**src/rtl/vga_timing_pkg.sv**
```systemverilog
// Shared constants and helpers for the VGA pixel-timing block (640x480@60 defaults).
package vga_timing_pkg;

    localparam int unsigned COORD_W   = 10;
    localparam int unsigned COLOR_W   = 3;
    localparam int unsigned COORD_MAX = 1 << COORD_W;
    localparam int unsigned SYNC_W    = 3;

    localparam int unsigned DEF_H_ACTIVE = 640;
    localparam int unsigned DEF_H_FP     = 16;
    localparam int unsigned DEF_H_SYNC   = 96;
    localparam int unsigned DEF_H_BP     = 48;
    localparam int unsigned DEF_V_ACTIVE = 480;
    localparam int unsigned DEF_V_FP     = 10;
    localparam int unsigned DEF_V_SYNC   = 2;
    localparam int unsigned DEF_V_BP     = 33;

    function automatic int unsigned span_total(input int unsigned active,
                                               input int unsigned fp,
                                               input int unsigned sync,
                                               input int unsigned bp);
        return active + fp + sync + bp;
    endfunction

    localparam int unsigned DEF_H_TOTAL = span_total(DEF_H_ACTIVE, DEF_H_FP, DEF_H_SYNC, DEF_H_BP);
    localparam int unsigned DEF_V_TOTAL = span_total(DEF_V_ACTIVE, DEF_V_FP, DEF_V_SYNC, DEF_V_BP);

    // Bit positions inside the {hs, vs, act} word carried by the delay line
    typedef enum logic [1:0] {
        SB_ACT = 2'd0,
        SB_VS  = 2'd1,
        SB_HS  = 2'd2
    } sync_bit_e;

endpackage

```
**src/rtl/vga_sync_delay.sv**
```systemverilog
// Enable-gated shift register carrying raw {hs, vs, act} down to the output slot.
module vga_sync_delay
    import vga_timing_pkg::*;
#(
    parameter int unsigned DEPTH = 2
) (
    input  logic              clk,
    input  logic              rst_n,
    input  logic              en,
    input  logic [SYNC_W-1:0] din,
    output logic [SYNC_W-1:0] tap,
    output logic [SYNC_W-1:0] dout
);

    if (DEPTH < 1) begin : g_chk_depth
        $error("vga_sync_delay: DEPTH must be at least 1");
    end

    logic [SYNC_W-1:0] stage [DEPTH];

    always_ff @(posedge clk or negedge rst_n) begin
        if (!rst_n) begin
            for (int unsigned i = 0; i < DEPTH; i++) begin
                stage[i] <= '0;
            end
        end else if (en) begin
            stage[0] <= din;
            for (int unsigned i = 1; i < DEPTH; i++) begin
                stage[i] <= stage[i-1];
            end
        end
    end

    assign dout = stage[DEPTH-1];

    // tap is the word about to enter the last stage, so a register loaded from it
    // lines up with dout on the same strobe
    if (DEPTH == 1) begin : g_tap_direct
        assign tap = din;
    end else begin : g_tap_stage
        assign tap = stage[DEPTH-2];
    end

endmodule

```
**src/rtl/vga_timing_gen.sv**
```systemverilog
// VGA pixel-timing generator: divider, h/v counters, delayed syncs and blanked colour.
module vga_timing_gen
    import vga_timing_pkg::*;
#(
    parameter int unsigned H_ACTIVE    = DEF_H_ACTIVE,
    parameter int unsigned H_FP        = DEF_H_FP,
    parameter int unsigned H_SYNC      = DEF_H_SYNC,
    parameter int unsigned H_BP        = DEF_H_BP,
    parameter int unsigned V_ACTIVE    = DEF_V_ACTIVE,
    parameter int unsigned V_FP        = DEF_V_FP,
    parameter int unsigned V_SYNC      = DEF_V_SYNC,
    parameter int unsigned V_BP        = DEF_V_BP,
    parameter int unsigned CLK_DIV     = 2,
    parameter int unsigned PIX_LATENCY = 2
) (
    input  logic               clk_clk,
    input  logic               reset_reset_n,
    input  logic [COLOR_W-1:0] color_r_in,
    input  logic [COLOR_W-1:0] color_g_in,
    input  logic [COLOR_W-1:0] color_b_in,
    output logic [COORD_W-1:0] pixel_x,
    output logic [COORD_W-1:0] pixel_y,
    output logic               pixel_valid,
    output logic               pix_en,
    output logic               line_start,
    output logic               frame_start,
    output logic               hsync_n,
    output logic               vsync_n,
    output logic               printting,
    output logic [COLOR_W-1:0] color_r_out,
    output logic [COLOR_W-1:0] color_g_out,
    output logic [COLOR_W-1:0] color_b_out
);

    localparam int unsigned H_TOTAL = span_total(H_ACTIVE, H_FP, H_SYNC, H_BP);
    localparam int unsigned V_TOTAL = span_total(V_ACTIVE, V_FP, V_SYNC, V_BP);

    if (H_TOTAL > COORD_MAX) begin : g_chk_h
        $error("vga_timing_gen: H_TOTAL exceeds counter range");
    end
    if (V_TOTAL > COORD_MAX) begin : g_chk_v
        $error("vga_timing_gen: V_TOTAL exceeds counter range");
    end
    if (CLK_DIV < 1) begin : g_chk_div
        $error("vga_timing_gen: CLK_DIV must be at least 1");
    end
    if (PIX_LATENCY < 1) begin : g_chk_lat
        $error("vga_timing_gen: PIX_LATENCY must be at least 1");
    end

    localparam int unsigned DIV_W = (CLK_DIV > 1) ? $clog2(CLK_DIV) : 1;
    localparam int unsigned EXT_W = COORD_W + 1;

    localparam logic [DIV_W-1:0]   DIV_LAST = DIV_W'(CLK_DIV - 1);
    localparam logic [COORD_W-1:0] H_LAST   = COORD_W'(H_TOTAL - 1);
    localparam logic [COORD_W-1:0] V_LAST   = COORD_W'(V_TOTAL - 1);
    // One spare bit so a sync window ending exactly at 1024 still compares correctly
    localparam logic [EXT_W-1:0]   H_ACT_END = EXT_W'(H_ACTIVE);
    localparam logic [EXT_W-1:0]   HS_BEG    = EXT_W'(H_ACTIVE + H_FP);
    localparam logic [EXT_W-1:0]   HS_END    = EXT_W'(H_ACTIVE + H_FP + H_SYNC);
    localparam logic [EXT_W-1:0]   V_ACT_END = EXT_W'(V_ACTIVE);
    localparam logic [EXT_W-1:0]   VS_BEG    = EXT_W'(V_ACTIVE + V_FP);
    localparam logic [EXT_W-1:0]   VS_END    = EXT_W'(V_ACTIVE + V_FP + V_SYNC);

    logic               run;
    logic [DIV_W-1:0]   div;
    logic [COORD_W-1:0] h_cnt;
    logic [COORD_W-1:0] v_cnt;
    logic [EXT_W-1:0]   h_ext;
    logic [EXT_W-1:0]   v_ext;
    logic               act;
    logic               hs;
    logic               vs;
    logic [SYNC_W-1:0]  sync_raw;
    logic [SYNC_W-1:0]  sync_tap;
    logic [SYNC_W-1:0]  sync_out;

    // run keeps pix_en low during reset even when CLK_DIV=1 makes div==DIV_LAST trivially
    always_ff @(posedge clk_clk or negedge reset_reset_n) begin
        if (!reset_reset_n) begin
            run <= 1'b0;
            div <= '0;
        end else begin
            run <= 1'b1;
            if (run) begin
                div <= (div == DIV_LAST) ? '0 : div + 1'b1;
            end
        end
    end

    assign pix_en = run && (div == DIV_LAST);

    always_ff @(posedge clk_clk or negedge reset_reset_n) begin
        if (!reset_reset_n) begin
            h_cnt <= '0;
            v_cnt <= '0;
        end else if (pix_en) begin
            if (h_cnt == H_LAST) begin
                h_cnt <= '0;
                v_cnt <= (v_cnt == V_LAST) ? '0 : v_cnt + 1'b1;
            end else begin
                h_cnt <= h_cnt + 1'b1;
            end
        end
    end

    assign h_ext = {1'b0, h_cnt};
    assign v_ext = {1'b0, v_cnt};
    assign act   = (h_ext < H_ACT_END) && (v_ext < V_ACT_END);
    assign hs    = (h_ext >= HS_BEG) && (h_ext < HS_END);
    assign vs    = (v_ext >= VS_BEG) && (v_ext < VS_END);

    always_comb begin
        sync_raw         = '0;
        sync_raw[SB_HS]  = hs;
        sync_raw[SB_VS]  = vs;
        sync_raw[SB_ACT] = act;
    end

    assign pixel_x     = h_cnt;
    assign pixel_y     = v_cnt;
    assign pixel_valid = act;
    assign line_start  = pix_en && (h_cnt == '0);
    assign frame_start = line_start && (v_cnt == '0);

    vga_sync_delay #(
        .DEPTH (PIX_LATENCY)
    ) u_sync_delay (
        .clk   (clk_clk),
        .rst_n (reset_reset_n),
        .en    (pix_en),
        .din   (sync_raw),
        .tap   (sync_tap),
        .dout  (sync_out)
    );

    // Cleared delay line reads as inactive, so syncs idle high straight out of reset
    assign hsync_n   = ~sync_out[SB_HS];
    assign vsync_n   = ~sync_out[SB_VS];
    assign printting = sync_out[SB_ACT];

    always_ff @(posedge clk_clk or negedge reset_reset_n) begin
        if (!reset_reset_n) begin
            color_r_out <= '0;
            color_g_out <= '0;
            color_b_out <= '0;
        end else if (pix_en) begin
            color_r_out <= sync_tap[SB_ACT] ? color_r_in : '0;
            color_g_out <= sync_tap[SB_ACT] ? color_g_in : '0;
            color_b_out <= sync_tap[SB_ACT] ? color_b_in : '0;
        end
    end

endmodule
```
**config.mk**
```make
export PLATFORM = sky130hd
export DESIGN_NAME = vga_timing_gen
export DESIGN_NICKNAME = d
export VERILOG_FILES = /design/src/rtl/vga_timing_pkg.sv /design/src/rtl/vga_sync_delay.sv /design/src/rtl/vga_timing_gen.sv
export SDC_FILE = /design/constraint.sdc
export NUM_CORES = 1
export LEC_CHECK = 0
export CORE_MARGIN = 5
export CORE_UTILIZATION = 52
export DETAILED_ROUTE_END_ITERATION = 8
export PLACE_DENSITY = 0.84
export SYNTH_ARGS = -nofsm -noshare
export SYNTH_HDL_FRONTEND = slang
export SYNTH_SLANG_ARGS = --single-unit
```
**constraint.sdc**
```tcl
create_clock -name clk_clk -period 3.9 [get_ports clk_clk]
set_clock_uncertainty 0.15 [all_clocks]
set_input_delay 0.78 -clock clk_clk [delete_from_list [all_inputs] [get_ports clk_clk]]
set_output_delay 0.78 -clock clk_clk [all_outputs]
set_load 0.005 [all_outputs]
```
==> run_results.csv <==
group,metric,value,unit
outcome,status,"complete, no violations",
critical_path,critPathMaxStageDelay,500,ps
critical_path,crit_buf_inv,2,
critical_path,startpoint,"pixel_y[1]",
power,p_sw_share,32.0,%
power,clock_power_share,18.1,%
critical_path,crit_slowest_cell,"clkdlybuf4s50_1",
routing,vias,1605,
place,port_buffers,46,
place,place_area,0.00234,mm^2
sta,timing.fmax,0.294,GHz
sta,finalSetupViolations,0,
critical_path,end_kind,"primary output",
min_path,hold_path_startpoint,"color_b_out[0]",
power,power_frac_seq,50.5,%
routing,drtIter0Drc,160,
power,power.density,451,mW/mm^2
synth,synthFlopType,"dfrtp_1",
power,combPwrFrac,31.4,%
synth,syn_nets,210,
critical_path,critPathKind,"reg2out",
critical_path,crit_arrival,2470,ps
synth,synthArstFlopShare,100,%
routing,wl_per_cell,14.5,um
clocking,hold_buffers,0,
synth,synthDistinctLibCells,41,
place,gp_congestion,0.903,
flow_run,maxCapViolCount,0,
power,internal_power,0.734,mW
power,leakagePower,1.02,nW
global_route,grt_pass1_vias,1451,
die,die_h,69.7,um
routing,drc,0,
global_route,grt_pass1_wl,7100,um
place,place_hpwl,3040,um
critical_path,cp-start-kind,"register",
routing,drt_first_pass_iters,4,
finish,drive_gt1_share,5.76,%
synth,synth_edf_count,0,
critical_path,crit_fanout,5,
synth,yosysTopAreaCellShare,50.0,%
sta,slew_headroom,64.0,%
critical_path,path_cells,"inv_1 > ha_1 > or4b_1 > nor3_1 > and3_1 > clkdlybuf4s50_1",
global_route,grtUsageTotal,18.4,%
clocking,clk_latency,350,ps
sta,hold_violations,0,
critical_path,crit-reg2reg-launch,"pixel_y[1]",
global_route,antenna_found_initial,0,
clocking,clockBufferDepth,2,
synth,yosysSeqAreaShare,50.0,%
synth,synth_area_leaders,"dfrtp_1, nand2_1, o21ai_0",
clocking,ctsResizeCount,0,
global_route,grt_overflow,0,
clocking,cts_tree,"yes",
power,ir_worst_vdd,0.000270,V
sta,fin_tns_setup,0,ps
critical_path,path_delay_family,"simple AND/OR/NAND/NOR gates",
synth,ys_warn_count,0,
sta,tightest_slew,533,ps
global_route,grt_max_degree,38,
synth,syn_avg_cell_area,9.50,um^2
sta,grt_setup_unrepaired,"false",
synth,synth_area_leader_cell,"dfrtp_1",
clocking,clock-root-buffer,"clkbuf_4",
synth,syn_area,0.00185,mm^2
routing,drtAntennaViolNets,0,
synth,synthTopCellsByCount,"nand2_1, dfrtp_1, o21ai_0",
critical_path,critPathRequiredTime,2970,ps
synth,synth_most_common_cell,"nand2_1",
die,start_util,54.7,%
die,dieArea,0.00486,mm^2
sta,period_needed,3400,ps
routing,via_per_inst,5.55,
sta,slew_viol_final,0,
power,power_switching,0.345,mW
die,coreArea,0.00339,mm^2
finish,syn2layout_area_growth,29.2,%
die,rows,21,
clocking,postCtsSetupBuffers,0,
clocking,ctsHtreeMaxLevel,2,
die,die_x,69.7,um
clocking,clkTransAtPathRegs,110,ps
sta,fin_crit_sh,87.2,%
min_path,hold_path.class,"reg2reg",
synth,synth-seq-cells,37,
finish,n_antenna_cell,0,
synth,syn_inst,195,
clocking,cts_made_buffers,5,
finish,finish.instance_area,0.00239,mm^2
clocking,numClockSinks,37,
die,ios,47,
finish,finalNetCount,257,
routing,drt-total-wl,4200,um
-- cells by family (layout without fill, tap and decap cells) --
kind of cell | after synthesis | after routing | synth area share, %
compound gates | 32 | 32 | 9.93
xor+xnor | 11 | 11 | 5.20
fa+ha+maj | 4 | 4 | 2.70
buf+inv | 15 | 63 | 3.71
flops | 37 | 37 | 50.0
mux | 3 | 3 | 1.76
other cells | 1 | 1 | 0.202
simple gates | 92 | 92 | 26.5
-- metrics by stage --
stage	setup slack [ps]	hold slack, ps	power (mW)	std cells	util, %
after CTS	499	345	1.10	289	70.7
after floorplan	1490	300	0.684	195	-
after global placement	965	311	0.885	281	69.1
after detailed placement	923	320	0.900	281	69.1
after global routing	370	363	1.16	289	70.7
final	500	337	1.08	289	70.7
-- worst paths after layout --
path                       slack, ps  cells after the start        endpoint
max                              500                      6     frame_start
min                              340                      2  color_b_out[0]
max reg2reg                     1790                      6      pixel_y[1]
min reg2reg                      340                      2  color_b_out[0]
max in group asynchronous       2590                      2      pixel_x[8]
min in group asynchronous        690                      2  color_r_out[0]
-- tightest hold or removal path: stages, from the launching register on --
cell and delay [ps]:
dfrtp_1 350, nand2_1 50, o21ai_0 60
-- layer usage --
layer  GRT usage, %  up-vias  wire length [um]
met2           27.5       62              1950
met3           5.51       10               267
met5              0        -                 0
met1           24.6      759              1890
met4           7.87        0                94
li1               -      774                 -
-- area by class of cell --
class                   count  area, um^2
fillers                   262         995
flip-flops and latches     37         926
multi-input cells         143         858
repair buffers             48         475
well taps                  46        57.6
clock buffers               6        41.3
inverters                   7        26.3
clock inverters             2        10.0
-- layout by cell type (no fill, tap or decap), types with 5 or more instances in the layout --
cell type and instances:
clkdlybuf4s50_1 46, o21ai_0 18, xnor2_1 7, and3_1 6, nor2_1 9, nand2_1 40
dfrtp_1 37, nand3_1 7, clkbuf_4 5, inv_1 6, o21ai_1 5, nor3_1 5
-- sequential cells by signal, summed over array words and instances, names as in the netlist --
signal	count
pixel_y	10
run	1
u_sync_delay.dout	3
pixel_x	10
color_b_out	3
color_r_out	3
u_sync_delay.tap	3
color_g_out	3
div	1
-- power by group through the flow --
stage | logic (mW) | registers [mW] | clock network (mW)
finish | 0.339 | 0.545 | 0.195
detailed placement | 0.346 | 0.554 | 0
global route | 0.374 | 0.561 | 0.223
CTS | 0.347 | 0.547 | 0.203
floorplan | 0.146 | 0.539 | 0
global placement | 0.335 | 0.550 | 0
No activity file was read; power rests on OpenSTA's default activity.
